<file path="src/rtl/cube_pkg.sv">
// ============================================================================
// Package     : cube_pkg
// Description : Shared state encoding and cube edge ROM for the per-frame
//               cube draw scheduler.
// Revision    : 1.0 - initial release
// ============================================================================
`default_nettype none

package cube_pkg;

  typedef enum logic [3:0] {
    IDLE      = 4'd0,
    CLEAR     = 4'd1,
    PROJ      = 4'd2,
    FETCH_A   = 4'd3,
    FETCH_B   = 4'd4,
    LATCH     = 4'd5,
    DRAW      = 4'd6,
    WAIT_LINE = 4'd7,
    SWAP      = 4'd8
  } sched_state_t;

  localparam int N_EDGES = 12;

  // Edge k joins vertex EDGE_A[k] to vertex EDGE_B[k]: front face, back face, then the four connectors
  localparam logic [2:0] EDGE_A [0:N_EDGES-1] = '{
    3'd0, 3'd1, 3'd3, 3'd2, 3'd4, 3'd5, 3'd7, 3'd6, 3'd0, 3'd1, 3'd2, 3'd3
  };
  localparam logic [2:0] EDGE_B [0:N_EDGES-1] = '{
    3'd1, 3'd3, 3'd2, 3'd0, 3'd5, 3'd7, 3'd6, 3'd4, 3'd4, 3'd5, 3'd6, 3'd7
  };

endpackage

`default_nettype wire

</file>
<file path="src/rtl/cube_draw_sched.sv">
// ============================================================================
// Module      : cube_draw_sched
// Description : Per-frame scheduler for the VGA cube renderer: clear, project,
//               draw 12 edges, swap buffers, advance the rotation angle.
//               Optional macro CUBE_SCHED_OVERRUN_CNT_EN builds the frame
//               overrun counter; otherwise overrun_cnt is tied to zero.
// Revision    : 1.0 - initial release
// ============================================================================
`default_nettype none

module cube_draw_sched
  import cube_pkg::*;
#(
  parameter int CORDW    = 10,
  parameter int ANGW     = 8,
  parameter int ANG_STEP = 1
) (
  input  logic             clk_pix,
  input  logic             rst,
  input  logic             clk_locked,
  input  logic             frame_start,
  output logic             clr_start,
  input  logic             clr_done,
  output logic             proj_start,
  output logic [ANGW-1:0]  proj_angle,
  input  logic             proj_done,
  output logic [2:0]       vtx_idx,
  input  logic [CORDW-1:0] vtx_x,
  input  logic [CORDW-1:0] vtx_y,
  output logic             line_start,
  output logic [CORDW-1:0] x0,
  output logic [CORDW-1:0] y0,
  output logic [CORDW-1:0] x1,
  output logic [CORDW-1:0] y1,
  input  logic             line_busy,
  input  logic             line_done,
  output logic             buf_swap,
  output logic             busy,
  output logic [7:0]       overrun_cnt
);

  localparam logic [ANGW-1:0] c_ang_step  = ANGW'(ANG_STEP);
  localparam logic [3:0]      c_last_edge = 4'(N_EDGES - 1);

  sched_state_t r_state;
  logic [3:0]   r_edge;
  logic [3:0]   w_edge_nxt;

  assign w_edge_nxt = r_edge + 4'd1;
  assign busy       = (r_state != IDLE);

  always_ff @(posedge clk_pix or negedge rst) begin
    if (!rst) begin
      r_state    <= IDLE;
      r_edge     <= 4'd0;
      clr_start  <= 1'b0;
      proj_start <= 1'b0;
      line_start <= 1'b0;
      buf_swap   <= 1'b0;
      proj_angle <= '0;
      vtx_idx    <= 3'd0;
      x0         <= '0;
      y0         <= '0;
      x1         <= '0;
      y1         <= '0;
    end else begin
      clr_start  <= 1'b0;
      proj_start <= 1'b0;
      line_start <= 1'b0;
      buf_swap   <= 1'b0;
      // Lost PLL lock abandons the frame but keeps angle and edge position
      if (!clk_locked) begin
        r_state <= IDLE;
      end else begin
        case (r_state)
          IDLE: begin
            if (frame_start) begin
              clr_start <= 1'b1;
              r_state   <= CLEAR;
            end
          end
          CLEAR: begin
            if (clr_done) begin
              proj_start <= 1'b1;
              r_state    <= PROJ;
            end
          end
          PROJ: begin
            if (proj_done) begin
              r_edge  <= 4'd0;
              vtx_idx <= EDGE_A[0];
              r_state <= FETCH_A;
            end
          end
          // Vertex RAM answers one cycle after the index, so the index leads the latch by a state
          FETCH_A: begin
            vtx_idx <= EDGE_B[r_edge];
            r_state <= FETCH_B;
          end
          FETCH_B: begin
            x0      <= vtx_x;
            y0      <= vtx_y;
            r_state <= LATCH;
          end
          LATCH: begin
            x1      <= vtx_x;
            y1      <= vtx_y;
            r_state <= DRAW;
          end
          DRAW: begin
            if (!line_busy) begin
              line_start <= 1'b1;
              r_state    <= WAIT_LINE;
            end
          end
          WAIT_LINE: begin
            if (line_done) begin
              if (r_edge == c_last_edge) begin
                buf_swap <= 1'b1;
                r_state  <= SWAP;
              end else begin
                r_edge  <= w_edge_nxt;
                vtx_idx <= EDGE_A[w_edge_nxt];
                r_state <= FETCH_A;
              end
            end
          end
          SWAP: begin
            proj_angle <= proj_angle + c_ang_step;
            r_state    <= IDLE;
          end
          default: r_state <= IDLE;
        endcase
      end
    end
  end

`ifdef CUBE_SCHED_OVERRUN_CNT_EN
  logic [7:0] r_overrun_cnt;

  // A frame_start that arrives while a frame is in flight is dropped and counted
  always_ff @(posedge clk_pix or negedge rst) begin
    if (!rst) begin
      r_overrun_cnt <= 8'd0;
    end else if (frame_start && (r_state != IDLE) && (r_overrun_cnt != 8'hFF)) begin
      r_overrun_cnt <= r_overrun_cnt + 8'd1;
    end
  end

  assign overrun_cnt = r_overrun_cnt;
`else
  assign overrun_cnt = 8'd0;
`endif

endmodule

`default_nettype wire

</file>
<file path="config.mk">
export PLATFORM = sky130hd
export DESIGN_NAME = cube_draw_sched
export DESIGN_NICKNAME = d
export VERILOG_FILES = /design/src/rtl/cube_pkg.sv /design/src/rtl/cube_draw_sched.sv
export SDC_FILE = /design/constraint.sdc
export NUM_CORES = 1
export LEC_CHECK = 0
export CORE_MARGIN = 4
export CORE_UTILIZATION = 50
export DETAILED_ROUTE_END_ITERATION = 7
export PLACE_DENSITY = 0.81
export SLEW_MARGIN = 40
export SYNTH_ARGS = -nofsm -noshare
export SYNTH_HDL_FRONTEND = slang
export SYNTH_SLANG_ARGS = --single-unit
</file>
<file path="constraint.sdc">
create_clock -name clk_pix -period 3.3 [get_ports clk_pix]
set_input_delay 0.66 -clock clk_pix [delete_from_list [all_inputs] [get_ports clk_pix]]
set_output_delay 0.66 -clock clk_pix [all_outputs]
set_load 0.005 [all_outputs]
</file>
==> impl_results.md, run 1 <==
* Synth Cell Area at 2900 µm²
* Finished Layout Cells at 391
* Switching Fraction at 26.7%
* Fin crit share at 79.7%
* Worst Skew at 0.00655 ns
* Slowest-stage cell, CP: dfrtp_1
* Setup_tns at 0 ns
* Gate power share at 20.5%
* Post-DP HPWL at 4640 µm
* Die Span Y at 84.2 µm
* Crit Reg-Reg Endpoint: x0[2]
* Site row count at 27
* DRC at 0
* Remaining global-route overflow at 0
* Yosys reg bits at 63
* Finished Core Util at 71.1%
* Req. time, crit path at 2.64 ns
* Initial Util at 52.1%
* Critical path, cell by cell: nor4_1 > inv_1 > clkdlybuf4s50_1
* CP Depth at 3
* RSZ-0062 raised after global routing: false
* CTS tree: yes
* Max stage delay on crit path at 0.61 ns
* Final min period at 2.63 ns
* Reg power frac at 46.2%
* First-pass GRT wire length at 11200 µm
* Layout cells sized above 1 at 23.5%
* CTS H-Tree Depth at 3
* Max Clk Rate at 380 MHz
* CP Launch Type: register
* Hold Violations, Final at 0
* Cell family with most CP delay: flip-flops
* Clock buffer depth at 2
* Setup crit end kind: primary output
* Worst R2R Path Depth at 3
* CTS Sinks at 63
* Sw power at 0.000549 W
* Routability-driven placement congestion ratio at 0.853
* Initial antenna violation count at 0
* Clock transition at path regs at 0.08 ns
* Peak supply drop at 0.257 mV
* Num CTS Buffers at 9
* CTS root buf: clkbuf_8
* Vias at 2139
* Area growth syn-to-layout at 36.4%
* Tot GR Track Use at 19.9%
* Final nets at 344
* Core area at 5570 µm²
* Die ar. at 7090 µm²
* Vias per inst at 5.47
* Hold-fix buffers, CTS at 0
* Slew margin rel. at 54.3%
* # setup viols final at 0
* Max-Cap Viols at 0
* Die Width at 84.2 µm
* CP Max Fanout at 14
* Largest net degree at the start of global routing at 38
* Top FF cell, synth: dfrtp_1
* RR Startpoint: r_state[2]
* WL per Instance at 16.8 µm
* PortBufs at 83
* First-pass iteration count of the detailed router at 4
* Post-synth EDFFs at 0
* Hold Path Class: in -> async
* Worst-Margin Slew at 0.685 ns
* Final Slew Violations at 0
* Placed cells at 375
* Antenna Nets Post-Route at 0
* Post-CTS setup buffers at 0
* Count of cell types in the netlist at 47
* P_leak at 1.84 nW
* Vias in the first global route at 2162
* Clk Latency, worst-skew pair at 0.34 ns
* Post-Route WL at 6570 µm
* Critical Path Source: r_state[0]
* Buf+Inv Stages, Crit Path at 2
* Clock share of power at 33.3%
* R2r setup slk at 1.08 ns
* Synth Warn # at 0
* Async SR Flop Fraction at 100%
* Mapped Cells at 228
* WP data arrival at 1.97 ns
* Ports at 92
* Post-cts sizing count at 0
* Sequential fraction of the synthesis area at 54.3%
* CP Class: reg -> out
* Power Dens Cells at 518 nW/µm²
* Termination of the worst setup path: busy
* Drt initial violations at 92
* Internal power at 0.00150 W
* Mapped Avg Cell Area at 12.7 µm²
* Status: finished, final reports clean
* Tot Pwr at 0.00205 W
* N_diodes at 0
-- cells in the mapped netlist, types with 2 or more instances --
cell type | n | share of area, %
or3_1 | 2 | 0.43
nor2b_1 | 4 | 0.86
xnor2_1 | 4 | 1.2
mux2i_1 | 2 | 0.69
nand2b_1 | 6 | 1.3
nor3_2 | 2 | 0.69
o311a_1 | 2 | 0.69
buf_2 | 7 | 1.2
nand4b_1 | 2 | 0.60
buf_6 | 2 | 0.78
dfrtp_1 | 63 | 54
nand2_1 | 12 | 1.6
a21oi_1 | 7 | 1.2
nand4_1 | 2 | 0.43
xor2_1 | 5 | 1.5
nor3_1 | 3 | 0.52
nor2_1 | 8 | 1.0
ha_1 | 2 | 0.86
inv_1 | 6 | 0.78
and3_1 | 4 | 0.86
mux2_2 | 41 | 16
o21ai_0 | 6 | 1.0
buf_4 | 9 | 2.3
o41ai_1 | 4 | 1.2
-- worst reg2reg max path: cells and delay by family, from the launching register on --
kind	cells	cell delay, ns
DFF	1	0.78
muxes	1	0.38
and+or+nand+nor	2	0.93
-- final cells by class --
type,instances,area (µm²)
fill,390,1610
multi-input combinational,146,1200
sequential,63,1580
clock inverter,6,70.1
tap,72,90.1
inverter,7,26.3
timing repair buffer,87,858
clock buffer,10,138
-- metal layers --
metal	wire length [µm]	part of all wire (%)	up-vias	global-route usage, %
met4	63	0.96	0	4.82
met5	0	0	-	0
met2	3160	48	102	31.9
li1	-	-	979	-
met1	2830	43	1050	26.2
met3	521	7.9	8	6.67
-- cells by family (layout without fill, tap and decap cells) --
kind of cell	Yosys count	after routing	synth area share (%)
buf+inv	26	110	5.34
fa+ha+maj	2	2	0.862
mux	43	43	16.6
xor+xnor	9	9	2.71
simple gates	54	54	12.0
flops	63	63	54.3
other cells	1	8	0.129
compound gates	30	30	8.06
-- flip-flops by register name, indices dropped and copies added (netlist names) --
register,count
r_edge,4
vtx_idx,3
buf_swap,1
proj_angle,8
y1,10
clr_start,1
proj_start,1
x1,10
line_start,1
r_state,4
x0,10
y0,10
-- power by group through the flow --
stage	clock network (W)	logic (W)	registers [W]
6_report	0.000684	0.000420	0.000949
3_3_place_gp	0	0.000405	0.000955
3_5_place_dp	0	0.000420	0.000959
4_1_cts	0.000698	0.000424	0.000948
5_1_grt	0.000744	0.000455	0.000960
2_1_floorplan	0	0.000197	0.000933
-- cells in the final DEF, fill, tap and decap left out, types with 2 or more instances in the layout --
cell type / n
clkdlybuf4s50_1: 82
dfrtp_1: 63
mux2_2: 41
nand2_1: 12
clkbuf_8: 10
conb_1: 8
nor2_1: 7
a21oi_1: 7
inv_1: 6
nand2b_1: 6
o21ai_0: 6
xor2_1: 5
buf_4: 5
and3_1: 4
nor2b_1: 4
xnor2_1: 4
o41ai_1: 4
nor3_1: 3
clkinvlp_4: 3
nand4b_1: 2
nand4_1: 2
nor3_2: 2
o311a_1: 2
mux2i_1: 2
ha_1: 2
clkinv_4: 2
-- per-stage QoR --
step | cell area (µm²) | hold slack (ns) | worst slack (ns)
after floorplan | 2930 | 0.364 | 1.53
final | 3960 | 0.267 | 0.670
after global placement | 3750 | 0.463 | 0.586
after global routing | 3960 | 0.281 | 0.519
after CTS | 3960 | 0.420 | 0.648
after detailed placement | 3750 | 0.471 | 0.556
-- how the worst min path moves through the flow --
stage                        startpoint            end
after CTS                           rst          x1[7]
after detailed placement  proj_angle[7]  proj_angle[7]
final                               rst          y1[9]
after global routing                rst          x1[6]
after floorplan                     rst       buf_swap
after global placement    proj_angle[7]  proj_angle[7]
Power figures use the tool's default switching activity.
==> run 2: changes to the inputs <==
--- a/config.mk
+++ b/config.mk
@@ -6,9 +6,9 @@
 export NUM_CORES = 1
 export LEC_CHECK = 0
 export CORE_MARGIN = 4
-export CORE_UTILIZATION = 50
+export CORE_UTILIZATION = 46
 export DETAILED_ROUTE_END_ITERATION = 7
-export PLACE_DENSITY = 0.81
+export PLACE_DENSITY = 0.75
 export SLEW_MARGIN = 40
 export SYNTH_ARGS = -nofsm -noshare
 export SYNTH_HDL_FRONTEND = slang
==> constraint.sdc (replaced) <==
create_clock -name clk_pix -period 2.7 [get_ports clk_pix]
set_input_delay 0.54 -clock clk_pix [delete_from_list [all_inputs] [get_ports clk_pix]]
set_output_delay 0.54 -clock clk_pix [all_outputs]
set_load 0.005 [all_outputs]
==> run 2 against run 1 <==
Compared with the run above: die area grew 7.9%; routed wire length down 7.0%; sequential power is 19% higher; setup slack got worse by 0.49 ns; critical endpoint unchanged; largest power group unchanged.
==> impl_results.md, run 2 (synthesis gave the netlist of run 1 again) <==
* Status: finished, final reports clean
* Area growth syn-to-layout at 37.6%
* Routability-driven placement congestion ratio at 0.786 (-7.9%)
* Ports at 92 (unchanged)
* CP Max Fanout at 12 (-2)
* Vias per inst at 5.21 (-4.8%)
* Hold Path Class: in -> async
* Max-Cap Viols at 0 (unchanged)
* Setup_tns at 0 ns (unchanged)
* Initial antenna violation count at 0 (unchanged)
* DRC at 0 (unchanged)
* Post-Route WL at 6110 µm (-7.0%)
* Power Dens Cells at 636 nW/µm² (+23%)
* P_leak at 1.87 nW (+1.5%)
* Worst Skew at 0.00891 ns (+0.00235 ns)
* Num CTS Buffers at 9 (unchanged)
* CTS tree: yes
* GR peak layer: met2
* CTS H-Tree Depth at 3 (unchanged)
* Site row count at 28 (+3.7%)
* Reg power frac at 44.5% (-1.7 points)
* Setup crit end kind: primary output
* Clock share of power at 34.6% (+1.3 points)
* Vias in the first global route at 1998 (-7.6%)
* Largest net degree at the start of global routing at 64 (+68%)
* Final min period at 2.52 ns
* CTS root buf: clkbuf_8
* First-pass GRT wire length at 9850 µm (-12%)
* Antenna Nets Post-Route at 0 (unchanged)
* Met3 Use GR at 5.01% (-1.7 points)
* Setup WS pre-CTS at 0.410 ns (-0.146 ns)
* CTS Sinks at 63 (unchanged)
* Clk Latency, worst-skew pair at 0.33 ns (about the same)
* Fin crit share at 93.5%
* CP Class: reg -> out
* Met1 usage in global routing at 22.8% (-3.4 points)
* Final Slew Violations at 0 (unchanged)
* Post-cts sizing count at 0 (unchanged)
* CP Launch Type: register
* PortBufs at 83 (unchanged)
* Req. time, crit path at 2.16 ns (-0.48 ns)
* Remaining global-route overflow at 0 (unchanged)
* # setup viols final at 0 (unchanged)
* Core area at 6030 µm² (+8.1%)
* Vias at 2058 (-3.8%)
* Max Clk Rate at 396 MHz
* Hold-fix buffers, CTS at 0 (unchanged)
* Gate power share at 20.8% (+0.3 points)
* Internal power at 0.00193 W (+28%)
* Clock transition at path regs at 0.06 ns (-0.02 ns)
* WL per Instance at 15.5 µm (-8.0%)
* First-pass iteration count of the detailed router at 5 (+1)
* Peak supply drop at 0.403 mV (+57%)
* Drt initial violations at 54 (-41%)
* Met2 usage at 25.0% (-6.9 points)
* Commonest non-fill, non-tap cell in the layout: clkdlybuf4s50_1
* Slew margin rel. at 63.6% (+9.3 points)
* Sw power at 0.000615 W (+12%)
* Layout cells sized above 1 at 23.1% (-0.39 points)
* Slowest-stage cell, CP: nor4_1
* Worst-Margin Slew at 0.547 ns (-0.139 ns)
* Initial Util at 48.2% (-3.9 points)
* Most frequent cells in the layout: 82 x clkdlybuf4s50_1, 63 x dfrtp_1, 41 x mux2_2
* Hold Violations, Final at 0 (unchanged)
* Die Span Y at 87.5 µm (+3.9%)
* RSZ-0062 raised after global routing: false
* WP data arrival at 1.98 ns (about the same)
* Critical path, cell by cell: nor4_1 > inv_1 > clkdlybuf4s50_1
* Final nets at 346 (+0.58%)
* Max stage delay on crit path at 0.56 ns (-0.05 ns)
* Clock buffer depth at 2 (unchanged)
* Die Width at 87.5 µm (+3.9%)
* N_diodes at 0 (unchanged)
* Post-DP HPWL at 4440 µm (-4.3%)
* Die ar. at 7650 µm² (+7.9%)
* Post-route setup slack at 0.175 ns (-0.495 ns)
* Post-CTS setup buffers at 0 (unchanged)
* Tot GR Track Use at 16.5% (-3.3 points)
* Switching Fraction at 24.2% (-2.5 points)
run 2: cell count changes in the layout (fill, tap and decap cells not counted):
cell,previous run,this run
clkinvlp_4,3,0
clkinv_2,0,2
clkinv_4,2,0
buf_12,0,1
buf_2,0,1
buf_4,5,4
buf_6,0,1
bufinv_16,1,2
clkbuf_1,0,1
or3_1,1,2
or3_2,1,0
run 2: worst paths after layout:
path                                from            end  slack, ns  depth (start not counted)
min in group clk_pix       proj_angle[7]  proj_angle[7]       0.47                          1
min                                  rst          x1[9]       0.28                          2
max reg2reg                   r_state[1]     r_state[1]       0.81                          5
min reg2reg                proj_angle[7]  proj_angle[7]       0.47                          1
max                           r_state[1]           busy       0.18                          3
max in group asynchronous            rst      r_edge[1]       2.04                          2
run 2: power groups by stage:
| stage | Sequential (W) | Clock (W) | Combinational [W] |
|---|---|---|---|
| floorplan | 0.00114 | 0 | 0.000241 |
| global placement | 0.00115 | 0 | 0.000527 |
| detailed placement | 0.00115 | 0 | 0.000535 |
| CTS | 0.00113 | 0.000904 | 0.000536 |
| global route | 0.00115 | 0.000945 | 0.000578 |
| finish | 0.00113 | 0.000880 | 0.000530 |
run 2: stage by stage:
stage	total power [W]	hold slack (ns)	utilization (%)	cell area, µm²	instances
detailed placement	0.00168	0.465	62.7	3780	380
CTS	0.00257	0.400	66.3	3990	395
global route	0.00267	0.323	66.3	4000	395
floorplan	0.00138	0.244	-	2930	235
finish	0.00254	0.284	66.3	4000	395
global placement	0.00167	0.462	62.7	3780	380
run 2: area by class of cell:
| cell class | instances | area (µm²) |
|---|---|---|
| Fill cell | 446 | 2030 |
| Sequential cell | 63 | 1580 |
| Multi-Input combinational cell | 146 | 1200 |
| Timing Repair Buffer | 89 | 887 |
| Clock buffer | 11 | 141 |
| Tap cell | 75 | 93.8 |
| Clock inverter | 4 | 70.1 |
| Inverter | 7 | 26.3 |
run 2: worst max-delay path, delay by kind of cell, from the launching register on:
kind	cells	cell delay (ns)
AND/OR/NAND/NOR	1	0.56
buffers and inverters	2	0.54
flip-flops	1	0.55
run 2: routing by layer:
layer / share of wire, % / wire length [µm]
met4: 0.69 / 42
met2: 44 / 2690
met5: 0 / 0
met1: 48 / 2930
met3: 7.3 / 445
==> run 3: changes to the inputs <==
--- a/config.mk
+++ b/config.mk
@@ -8,6 +8,7 @@
 export CORE_MARGIN = 4
 export CORE_UTILIZATION = 46
 export DETAILED_ROUTE_END_ITERATION = 7
+export MAX_ROUTING_LAYER = met4
 export PLACE_DENSITY = 0.75
 export SLEW_MARGIN = 40
 export SYNTH_ARGS = -nofsm -noshare
==> run 3 against run 2 <==
Compared with the run above: clock power is essentially flat; cell area is the same; non-clock buffer count unchanged; sequential power about the same; core utilization is the same; via count up 0.39%; critical endpoint unchanged; sequential cell count stayed put; largest cell class unchanged.
==> impl_results.md, run 3 (synthesis gave the netlist of run 1 again) <==
* Sw power at 0.000615 W (-0.13%)
* Worst R2R Path Depth at 5 (unchanged)
* Worst-Margin Slew at 0.545 ns (-0.00207 ns)
* Gate power share at 20.9% (about the same)
* Post-CTS setup buffers at 0 (unchanged)
* Reg power frac at 44.5% (about the same)
* Power Dens Cells at 636 nW/µm² (about the same)
* Finished Layout Cells at 395 (unchanged)
* Area of the multi-input gates at 1200 µm² (unchanged)
* Remaining global-route overflow at 0 (unchanged)
* Initial Util at 48.2% (unchanged)
* Setup_tns at 0 ns (unchanged)
* Commonest non-fill, non-tap cell in the layout: clkdlybuf4s50_1
* Antenna Nets Post-Route at 0 (unchanged)
* Fillcell total at 446 (unchanged)
* Final min period at 2.52 ns (-0.000653 ns)
* RR Startpoint: r_state[1]
* Most frequent cells in the layout: 82 x clkdlybuf4s50_1, 63 x dfrtp_1, 41 x mux2_2
* Reg area at 1580 µm² (unchanged)
* Layout cells sized above 1 at 23.1% (unchanged)
* CTS root buf: clkbuf_8
* Hold-fix buffers, CTS at 0 (unchanged)
* CP Max Fanout at 12 (unchanged)
* CTS H-Tree Depth at 3 (unchanged)
* Clock buffer depth at 2 (unchanged)
* CP Launch Type: register
* Crit Reg-Reg Endpoint: r_state[1]
* First-pass GRT wire length at 9830 µm (-0.21%)
* Drt initial violations at 94 (+74%)
* Routability-driven placement congestion ratio at 0.797 (+1.4%)
* Post-Route WL at 6100 µm (-0.13%)
* Max Clk Rate at 396 MHz (about the same)
* WP data arrival at 1.98 ns (about the same)
* Met2 WL post-DR at 2700 µm (+0.26%)
* Slew margin rel. at 63.7% (+0.14 points)
* PortBufs at 83 (unchanged)
* Largest net degree at the start of global routing at 64 (unchanged)
* Vias at 2066 (+0.39%)
* Post-DP HPWL at 4440 µm (unchanged)
* WL per Instance at 15.5 µm (-0.13%)
* Num CTS Buffers at 9 (unchanged)
* Die Width at 87.5 µm (unchanged)
* Max-Cap Viols at 0 (unchanged)
* Switching Fraction at 24.2% (about the same)
* Hold Path Class: in -> async
* First-pass iteration count of the detailed router at 4 (-1)
* Area growth syn-to-layout at 37.6% (unchanged)
* Core area at 6030 µm² (unchanged)
* Die Span Y at 87.5 µm (unchanged)
* Setup crit end kind: primary output
* Tot GR Track Use at 17.0% (+0.44 points)
* Internal power at 0.00193 W (about the same)
* Post-cts sizing count at 0 (unchanged)
* Initial antenna violation count at 0 (unchanged)
* R2r setup slk at 0.81 ns (about the same)
* CTS Sinks at 63 (unchanged)
* Hold Slack at 0.284 ns (+0.000160 ns)
* P_leak at 1.87 nW (unchanged)
* # setup viols final at 0 (unchanged)
* Clock share of power at 34.6% (about the same)
* Clk Latency, worst-skew pair at 0.33 ns (about the same)
* Vias per inst at 5.23 (+0.39%)
* Ports at 92 (unchanged)
* Req. time, crit path at 2.16 ns (about the same)
* Worst Skew at 0.00850 ns (-0.000409 ns)
* DR top layer: met4
* Status: finished, final reports clean
* Met3 wire len at 443 µm (-0.45%)
* Final nets at 346 (unchanged)
* Vias in the first global route at 2004 (+0.30%)
* Clock transition at path regs at 0.06 ns (about the same)
* CP Class: reg -> out
* N_diodes at 0 (unchanged)
* DRC at 0 (unchanged)
* Hold Violations, Final at 0 (unchanged)
* Die ar. at 7650 µm² (unchanged)
* CTS tree: yes
* Final Slew Violations at 0 (unchanged)
* Placed cells at 380 (unchanged)
* Peak supply drop at 0.404 mV (+0.33%)
* Fin crit share at 93.5% (about the same)
* Post-Route M1 WL at 2910 µm (-0.82%)
* RSZ-0062 raised after global routing: false
* Site row count at 28 (unchanged)
==> run 3: cell counts in the layout (fill, tap and decap cells not counted) <==
Identical to the previous run, type by type.
==> run 3: area by class of cell <==
type / count / area share (%)
Tap cell: 75 / 2.35
Inverter: 7 / 0.657
Clock inverter: 4 / 1.75
Clock buffer: 11 / 3.54
Timing Repair Buffer: 89 / 22.2
Sequential cell: 63 / 39.4
Multi-Input combinational cell: 146 / 30.1
==> run 3: power by group through the flow <==
stage | Clock (W) | Sequential [W] | Combinational (W)
6_report | 0.000880 | 0.00113 | 0.000530
2_1_floorplan | 0 | 0.00114 | 0.000241
3_3_place_gp | 0 | 0.00115 | 0.000527
5_1_grt | 0.000945 | 0.00115 | 0.000578
4_1_cts | 0.000904 | 0.00113 | 0.000536
3_5_place_dp | 0 | 0.00115 | 0.000535
==> run 3: per-layer routing <==
layer | track usage, % | up-vias
li1 | - | 980
met1 | 22.7 | 1002
met2 | 25.1 | 79
met3 | 4.92 | 5
met4 | 5.16 | 0
met5 | - | -
==> run 3: how the worst max path moves through the flow <==
stage,to,startpoint,slack [ns]
2_1_floorplan,x0[0],clk_locked,1.05
3_5_place_dp,y0[1],clk_locked,0.41
5_1_grt,busy,r_state[1],0.04
3_3_place_gp,x0[9],clk_locked,0.43
4_1_cts,busy,r_state[1],0.14
6_report,busy,r_state[1],0.18
==> run 3: metrics by stage <==
stage / instance area (µm²) / util (%) / total power, W / setup WS [ns]
5_1_grt: 4000 / 66.3 / 0.00267 / 0.0402
2_1_floorplan: 2930 / - / 0.00138 / 1.05
4_1_cts: 3990 / 66.3 / 0.00257 / 0.141
6_report: 4000 / 66.3 / 0.00254 / 0.176
3_3_place_gp: 3780 / 62.7 / 0.00167 / 0.434
3_5_place_dp: 3780 / 62.7 / 0.00168 / 0.410
==> run 3: critical path, stage by stage, from the launching register on <==
cell             delay (ns)
dfrtp_1                0.55
nor4_1                 0.56
inv_1                  0.09
clkdlybuf4s50_1        0.46
